<file path="src/rtl/bridge_target_cmd_sched.sv">
// Round-robin scheduler for the target-to-host command channel.
// Loads four parameter words and the cmd semaphore into the target window,
// polls for the host's "ok" status and returns the result (or a timeout)
// to the granted requester.
module bridge_target_cmd_sched #(
    parameter int unsigned NREQ     = 3,
    parameter logic [23:0] TIMEOUT  = 24'd12_000_000,
    parameter int unsigned POLL_GAP = 8
) (
    input  logic                  clk_i,
    input  logic                  reset_i,
    input  logic [NREQ-1:0]       req_i,
    input  logic [16*NREQ-1:0]    req_cmd_i,
    input  logic [128*NREQ-1:0]   req_param_i,
    output logic [NREQ-1:0]       grant_o,
    output logic                  done_o,
    output logic [15:0]           result_o,
    output logic                  timeout_o,
    output logic                  reg_wr_o,
    output logic                  reg_rd_o,
    output logic [7:0]            reg_addr_o,
    output logic [31:0]           reg_wdata_o,
    input  logic [31:0]           reg_rdata_i,
    output logic                  busy_o
);

    localparam int unsigned IW = (NREQ > 1) ? $clog2(NREQ) : 1;
    localparam int unsigned GW = (POLL_GAP > 1) ? $clog2(POLL_GAP) : 1;
    localparam int unsigned TW = 24;

    localparam logic [15:0] CMD_MAGIC  = 16'h636D;
    localparam logic [15:0] OK_MAGIC   = 16'h6F6B;
    localparam logic [7:0]  ADDR_CMD   = 8'h00;
    localparam logic [7:0]  ADDR_PARAM = 8'h20;

    typedef enum logic [2:0] {
        ST_IDLE,
        ST_ARB,
        ST_WPARAM,
        ST_WCMD,
        ST_POLL_RD,
        ST_POLL_CHK,
        ST_GAP,
        ST_FINISH
    } state_e;

    state_e                state_q, state_d;
    logic [IW-1:0]         last_q, last_d;
    logic [1:0]            idx_q, idx_d;
    logic [GW-1:0]         gap_q, gap_d;
    logic [TW-1:0]         tcnt_q, tcnt_d;
    logic [15:0]           cmd_q, cmd_d;
    logic [3:0][31:0]      param_q, param_d;
    logic [NREQ-1:0]       grant_q, grant_d;
    logic                  done_q, done_d;
    logic [15:0]           result_q, result_d;
    logic                  timeout_q, timeout_d;
    logic                  reg_wr_q, reg_wr_d;
    logic                  reg_rd_q, reg_rd_d;
    logic [7:0]            reg_addr_q, reg_addr_d;
    logic [31:0]           reg_wdata_q, reg_wdata_d;
    logic                  busy_q, busy_d;

    logic                  arb_found;
    logic [IW-1:0]         arb_win;
    int unsigned           arb_pos;
    logic [15:0]           arb_cmd;
    logic [3:0][31:0]      arb_param;

    // Rotating-priority pick: first requester strictly after last_q, plus its payload.
    always_comb begin
        arb_found = 1'b0;
        arb_win   = last_q;
        arb_pos   = 0;
        arb_cmd   = '0;
        arb_param = '0;
        for (int unsigned k = 1; k <= NREQ; k++) begin
            arb_pos = 32'(last_q) + k;
            if (arb_pos >= NREQ) begin
                arb_pos = arb_pos - NREQ;
            end
            if (!arb_found && req_i[IW'(arb_pos)]) begin
                arb_found = 1'b1;
                arb_win   = IW'(arb_pos);
            end
        end
        for (int i = 0; i < int'(NREQ); i++) begin
            if (arb_win == IW'(i)) begin
                arb_cmd   = req_cmd_i[16*i +: 16];
                arb_param = req_param_i[128*i +: 128];
            end
        end
    end

    // Next-state logic; outputs are derived from the state being entered so they register in step with it.
    always_comb begin
        state_d     = state_q;
        last_d      = last_q;
        idx_d       = idx_q;
        gap_d       = gap_q;
        tcnt_d      = tcnt_q;
        cmd_d       = cmd_q;
        param_d     = param_q;
        grant_d     = grant_q;
        result_d    = result_q;
        timeout_d   = 1'b0;
        done_d      = 1'b0;
        reg_wr_d    = 1'b0;
        reg_rd_d    = 1'b0;
        reg_addr_d  = 8'h00;
        reg_wdata_d = '0;
        busy_d      = 1'b0;

        case (state_q)
            ST_IDLE: begin
                if (|req_i) begin
                    state_d = ST_ARB;
                end
            end
            ST_ARB: begin
                if (arb_found) begin
                    grant_d = NREQ'(1) << arb_win;
                    cmd_d   = arb_cmd;
                    param_d = arb_param;
                    last_d  = arb_win;
                    idx_d   = 2'd0;
                    state_d = ST_WPARAM;
                end else begin
                    state_d = ST_IDLE;
                end
            end
            ST_WPARAM: begin
                if (idx_q == 2'd3) begin
                    state_d = ST_WCMD;
                end else begin
                    idx_d = idx_q + 2'd1;
                end
            end
            ST_WCMD: begin
                tcnt_d  = '0;
                gap_d   = '0;
                state_d = ST_GAP;
            end
            ST_GAP: begin
                if (gap_q == GW'(POLL_GAP - 1)) begin
                    state_d = ST_POLL_RD;
                end else begin
                    gap_d = gap_q + GW'(1);
                end
            end
            ST_POLL_RD: begin
                state_d = ST_POLL_CHK;
            end
            ST_POLL_CHK: begin
                if (reg_rdata_i[31:16] == OK_MAGIC) begin
                    result_d  = reg_rdata_i[15:0];
                    timeout_d = 1'b0;
                    state_d   = ST_FINISH;
                end else if (tcnt_q >= TIMEOUT) begin
                    result_d  = 16'hFFFF;
                    timeout_d = 1'b1;
                    state_d   = ST_FINISH;
                end else begin
                    gap_d   = '0;
                    state_d = ST_GAP;
                end
            end
            ST_FINISH: begin
                grant_d = '0;
                state_d = ST_IDLE;
            end
            default: begin
                state_d = ST_IDLE;
            end
        endcase

        // Saturating command age, counted from the cycle after the semaphore write.
        if ((state_q == ST_GAP || state_q == ST_POLL_RD || state_q == ST_POLL_CHK) &&
            (tcnt_q != {TW{1'b1}})) begin
            tcnt_d = tcnt_q + TW'(1);
        end

        busy_d   = (state_d != ST_IDLE);
        done_d   = (state_d == ST_FINISH);
        reg_rd_d = (state_d == ST_POLL_RD);
        if (state_d == ST_WPARAM) begin
            reg_wr_d    = 1'b1;
            reg_addr_d  = ADDR_PARAM + {4'd0, idx_d, 2'b00};
            reg_wdata_d = param_d[idx_d];
        end else if (state_d == ST_WCMD) begin
            reg_wr_d    = 1'b1;
            reg_addr_d  = ADDR_CMD;
            reg_wdata_d = {CMD_MAGIC, cmd_d};
        end
    end

    // State and output registers; reset drops every strobe at once.
    always_ff @(posedge clk_i or posedge reset_i) begin
        if (reset_i) begin
            state_q     <= ST_IDLE;
            last_q      <= IW'(NREQ - 1);
            idx_q       <= 2'd0;
            gap_q       <= '0;
            tcnt_q      <= '0;
            cmd_q       <= '0;
            param_q     <= '0;
            grant_q     <= '0;
            done_q      <= 1'b0;
            result_q    <= '0;
            timeout_q   <= 1'b0;
            reg_wr_q    <= 1'b0;
            reg_rd_q    <= 1'b0;
            reg_addr_q  <= '0;
            reg_wdata_q <= '0;
            busy_q      <= 1'b0;
        end else begin
            state_q     <= state_d;
            last_q      <= last_d;
            idx_q       <= idx_d;
            gap_q       <= gap_d;
            tcnt_q      <= tcnt_d;
            cmd_q       <= cmd_d;
            param_q     <= param_d;
            grant_q     <= grant_d;
            done_q      <= done_d;
            result_q    <= result_d;
            timeout_q   <= timeout_d;
            reg_wr_q    <= reg_wr_d;
            reg_rd_q    <= reg_rd_d;
            reg_addr_q  <= reg_addr_d;
            reg_wdata_q <= reg_wdata_d;
            busy_q      <= busy_d;
        end
    end

    assign grant_o     = grant_q;
    assign done_o      = done_q;
    assign result_o    = result_q;
    assign timeout_o   = timeout_q;
    assign reg_wr_o    = reg_wr_q;
    assign reg_rd_o    = reg_rd_q;
    assign reg_addr_o  = reg_addr_q;
    assign reg_wdata_o = reg_wdata_q;
    assign busy_o      = busy_q;

endmodule

</file>
<file path="config.mk">
export PLATFORM = sky130hd
export DESIGN_NAME = bridge_target_cmd_sched
export DESIGN_NICKNAME = d
export VERILOG_FILES = /design/src/rtl/bridge_target_cmd_sched.sv
export SDC_FILE = /design/constraint.sdc
export NUM_CORES = 1
export LEC_CHECK = 0
export ABC_AREA = 1
export CORE_AREA = 5 5 202 204
export DETAILED_ROUTE_END_ITERATION = 8
export DIE_AREA = 0 0 207 209
export PLACE_DENSITY = 0.71
export SYNTH_ARGS = -nofsm -noshare
export SYNTH_HDL_FRONTEND = slang
export SYNTH_SLANG_ARGS = --single-unit
</file>
<file path="constraint.sdc">
create_clock -name clk_i -period 10.25 [get_ports clk_i]
set_input_delay 1.025 -clock clk_i [delete_from_list [all_inputs] [get_ports clk_i]]
set_output_delay 1.025 -clock clk_i [all_outputs]
set_load 0.05 [all_outputs]
</file>
==> out/results.tsv <==
stage	metric	value	unit
yosys	Mapped Area	14700	µm²
clock_network	Worst-path clk slew	0.06	ns
clock_network	CTS Buf Count	28	
yosys	Post-synth ARST share	100	%
placement	placed insts	3069	
hold_path	Worst Hold End	param_q[30]$_DFF_PP0_	
placement	gpl congestion	0.925	
setup_path	CP Launch Type	flip-flop	
sta	clock skew	0.0128	ns
finish	share of cells above drive strength 1	4.01	%
setup_path	worst reg2reg path depth	18	
yosys	post-synth cell types	46	
setup_path	Worst Setup End Kind	flip-flop	
finish	final net count	3050	
clock_network	CTS tree	done	
sta	Hold WS	0.475	ns
floorplanning	Boundary Pins	533	
setup_path	flop2flop setup slack	4.89	ns
sta	final worst setup slack	4.89	ns
floorplanning	Die Y	209	µm
grt	GRT Total Usage	27.4	%
power_and_ir_drop	Tot Pwr	7.38	mW
clock_network	H-tree depth	1	
setup_path	Crit Path Max Fanout	66	
setup_path	reg2reg start	last_q[1]$_DFFE_PP1P_	
yosys	sequential-to-total area share from yosys stat	40.3	%
setup_path	CP max stage cell	nand2_4	
placement	dpl cell area	20100	µm²
power_and_ir_drop	PwrDens	350	nW/µm²
power_and_ir_drop	Leak Pwr	10.4	nW
route	DR WL/cell	19.9	µm
setup_path	Critical Path Max Stage Delay	0.69	ns
yosys	Ys Warns	0	
sta	Slew Viols, Final	0	
yosys	Syn Area/Cell	6.85	µm²
route	detailed-route via count	16400	
route	# DRC	0	
placement	PortBufs	527	
setup_path	reg2reg end	reg_wdata_o[17]$_DFF_PP0_	
hold_path	Hold Path Class	flip-flop to flip-flop	
clock_network	Hold-fix buffers, CTS	0	
sta	RSZ-0062 raised after global routing	false	
placement	dpl hpwl	45800	µm
floorplanning	initial core utilization	37.7	%
clock_network	CTS Buffer Depth	3	
yosys	ys flop type	dfrtp_1	
clock_network	Post-CTS Resized	0	
setup_path	Worst EP arrival	5.80	ns
finish	non-filler instance count after layout	3124	
grt	initial antenna violation count	8	
sta	headroom to the max-slew limit	26.9	%
sta	Period Utilization, post-route	52.3	%
power_and_ir_drop	VDD IR max	292	µV
route	drt via density	5.24	
grt	vias in the first global route	16300	
floorplanning	Core Region	39100	µm²
setup_path	worst path bufs/invs	4	
yosys	Post-synth EDFFs	0	
route	Post-DRT Antenna Nets	0	
sta	final hold vios	0	
sta	Worst Tran Pin Value	1.10	ns
route	DRT Wirelength	62100	µm
sta	final setup fails	0	
setup_path	cell family contributing the most delay on the critical path	simple AND/OR/NAND/NOR gates	
floorplanning	DIE AREA	43300	µm²
hold_path	Min-Delay Path Depth	2	
clock_network	root buf cell	clkbuf_16	
floorplanning	row count	73	
outcome	status	finished, final reports clean	
hold_path	Hold Crit Start	param_q[30]$_DFF_PP0_	
setup_path	critical path class	flip-flop to flip-flop	
sta	Final min period	5.36	ns
placement	DP Worst Slack	4.42	ns
clock_network	clock tree sinks	237	
floorplanning	Die W	207	µm
clock_network	postcts setup bufs	0	
grt	grt total ovfl	0	
setup_path	CP required	10.69	ns
grt	first-pass GRT wire length	95000	µm
sta	total negative setup slack	0	ns
job	MaxCap Viol Count	0	
route	DRT iter0 DRCs	1435	
finish	Final Instance Area	21100	µm²
clock_network	clk_lat worst skew	0.55	ns
sta	fmax	0.186	GHz
yosys	#FFs+latches synth	237	
setup_path	crit-path cells	inv_1 -> ha_1 -> nand2_1 -> nand2_1 -> nand2_4 -> nand3_1 -> nand3_1 -> nand2_4 -> nand2_4 -> nand2_4 -> buf_4 -> inv_2 -> nand2_1 -> nand2_1 -> o21ai_0 -> o21bai_1 -> inv_1 -> nor2_1	
route	Pre-Repair DR Iteration Count	6	
yosys	gate count of the mapped netlist	2150	
grt	largest net degree at the start of global routing	195	
finish	Finished Core Util	53.9	%
finish	Layout area overhead	43.1	%
synthesized netlist by cell type (2+ instances only):
cell type	number	area, µm²
inv_1	229	860
nor2_1	82	308
o32ai_1	5	43.8
a221oi_1	25	219
a22o_1	4	35.0
a41oi_1	8	70.1
nor2_2	2	12.5
nor2_4	2	22.5
a32o_1	2	20.0
o21ai_0	84	420
nand3_2	4	40.0
ha_1	7	87.6
nand2_1	727	2730
dfrtp_1	236	5910
xor2_1	11	96.3
o221ai_1	4	35.0
nand3b_1	4	30.0
nand2_4	4	45.0
nand3_1	353	1770
a21oi_1	20	100
nand4_1	72	450
or2_2	9	56.3
buf_4	17	128
or2_0	6	37.5
o21ai_1	30	150
nand2_2	6	37.5
buf_2	47	235
buf_1	25	93.8
a31oi_1	5	31.3
o21bai_1	10	75.1
buf_6	6	67.6
inv_2	12	45.0
nor4_1	4	25.0
nor3_1	11	55.1
o22ai_1	8	50.1
clkbuf_1	53	199
o31ai_1	7	52.6
cells in the final DEF (no fill, tap or decap), drive strengths merged:
cell type        n
nand3          357
inv            241
buf             12
o22ai            8
bufinv           4
xnor2            1
clkinvlp         1
ha               7
nor2            87
diode            4
dfstp            1
nand3b           4
or2             15
o32ai            5
nand4           72
a22o             4
conb             5
o21ai          115
clkinv           6
nor3b            1
clkdlybuf4s50  527
a32o             2
o221ai           4
a21oi           20
xor2            11
or3              1
a221oi          25
nand2          737
a31oi            5
o31ai            7
clkbuf          41
dfrtp          236
o21bai          10
a41oi            8
nor3            11
nor4             4
worst max-delay path by stage:
stage                     startpoint                         to  slack (ns)  cells past startpoint
3_5_place_dp                req_i[2]  reg_wdata_o[17]$_DFF_PP0_        4.42                     17
6_report       last_q[1]$_DFFE_PP1P_  reg_wdata_o[17]$_DFF_PP0_        4.89                     18
2_1_floorplan                reset_i           busy_o$_DFF_PP0_        2.72                      1
4_1_cts        last_q[1]$_DFFE_PP1P_  reg_wdata_o[17]$_DFF_PP0_        4.91                     19
3_3_place_gp                req_i[2]  reg_wdata_o[17]$_DFF_PP0_        4.54                     17
5_1_grt        last_q[1]$_DFFE_PP1P_  reg_wdata_o[17]$_DFF_PP0_        4.40                     18
flip-flops by register name (all words and copies together), names as in the netlist:
name,cells
last_q,2
idx_q,2
gap_q,3
param_q,128
state_q,3
reg_addr_o,3
reg_rd_o,1
tcnt_q,24
result_o,16
timeout_o,1
busy_o,1
reg_wr_o,1
reg_wdata_o,32
done_o,1
cmd_q,16
grant_o,3
worst min-delay path: stages (launching register included):
cell     delay, ns
dfrtp_1       0.32
nand2_1       0.06
nand2_1       0.06
where the power goes:
part | internal, mW | switching, mW
Clock | 0.646 | 0.406
Combinational | 1.44 | 3.47
Sequential | 1.29 | 0.139
Total | 3.37 | 4.01
cell type report:
class,instances,area [µm²]
Clock buffer,41,810
Multi-Input combinational cell,1526,7220
Tap cell,525,657
Fill cell,3758,18000
Timing Repair Buffer,539,5380
Clock inverter,10,164
Sequential cell,237,5930
Antenna cell,4,10.0
Inverter,242,918
logic make-up after synthesis:
group / after synthesis / synth area share, %
AO/OA/AOI/OAI: 213 / 8.95
XOR/XNOR: 12 / 0.713
adder cells (fa/ha/maj): 7 / 0.594
buffers and inverters: 391 / 11.1
flip-flops: 237 / 40.3
other: 1 / 0.0255
AND/OR/NAND/NOR: 1289 / 38.3
metal layers:
layer / global-route usage, % / vias up / share of wire [%]
met5: 0 / - / 0.089
met4: 8.76 / 8 / 3.4
met3: 6.08 / 100 / 7.8
met2: 46.2 / 731 / 48
met1: 35.1 / 7720 / 41
li1: - / 7824 / -
Note: power is estimated with default switching activity, not from simulation.
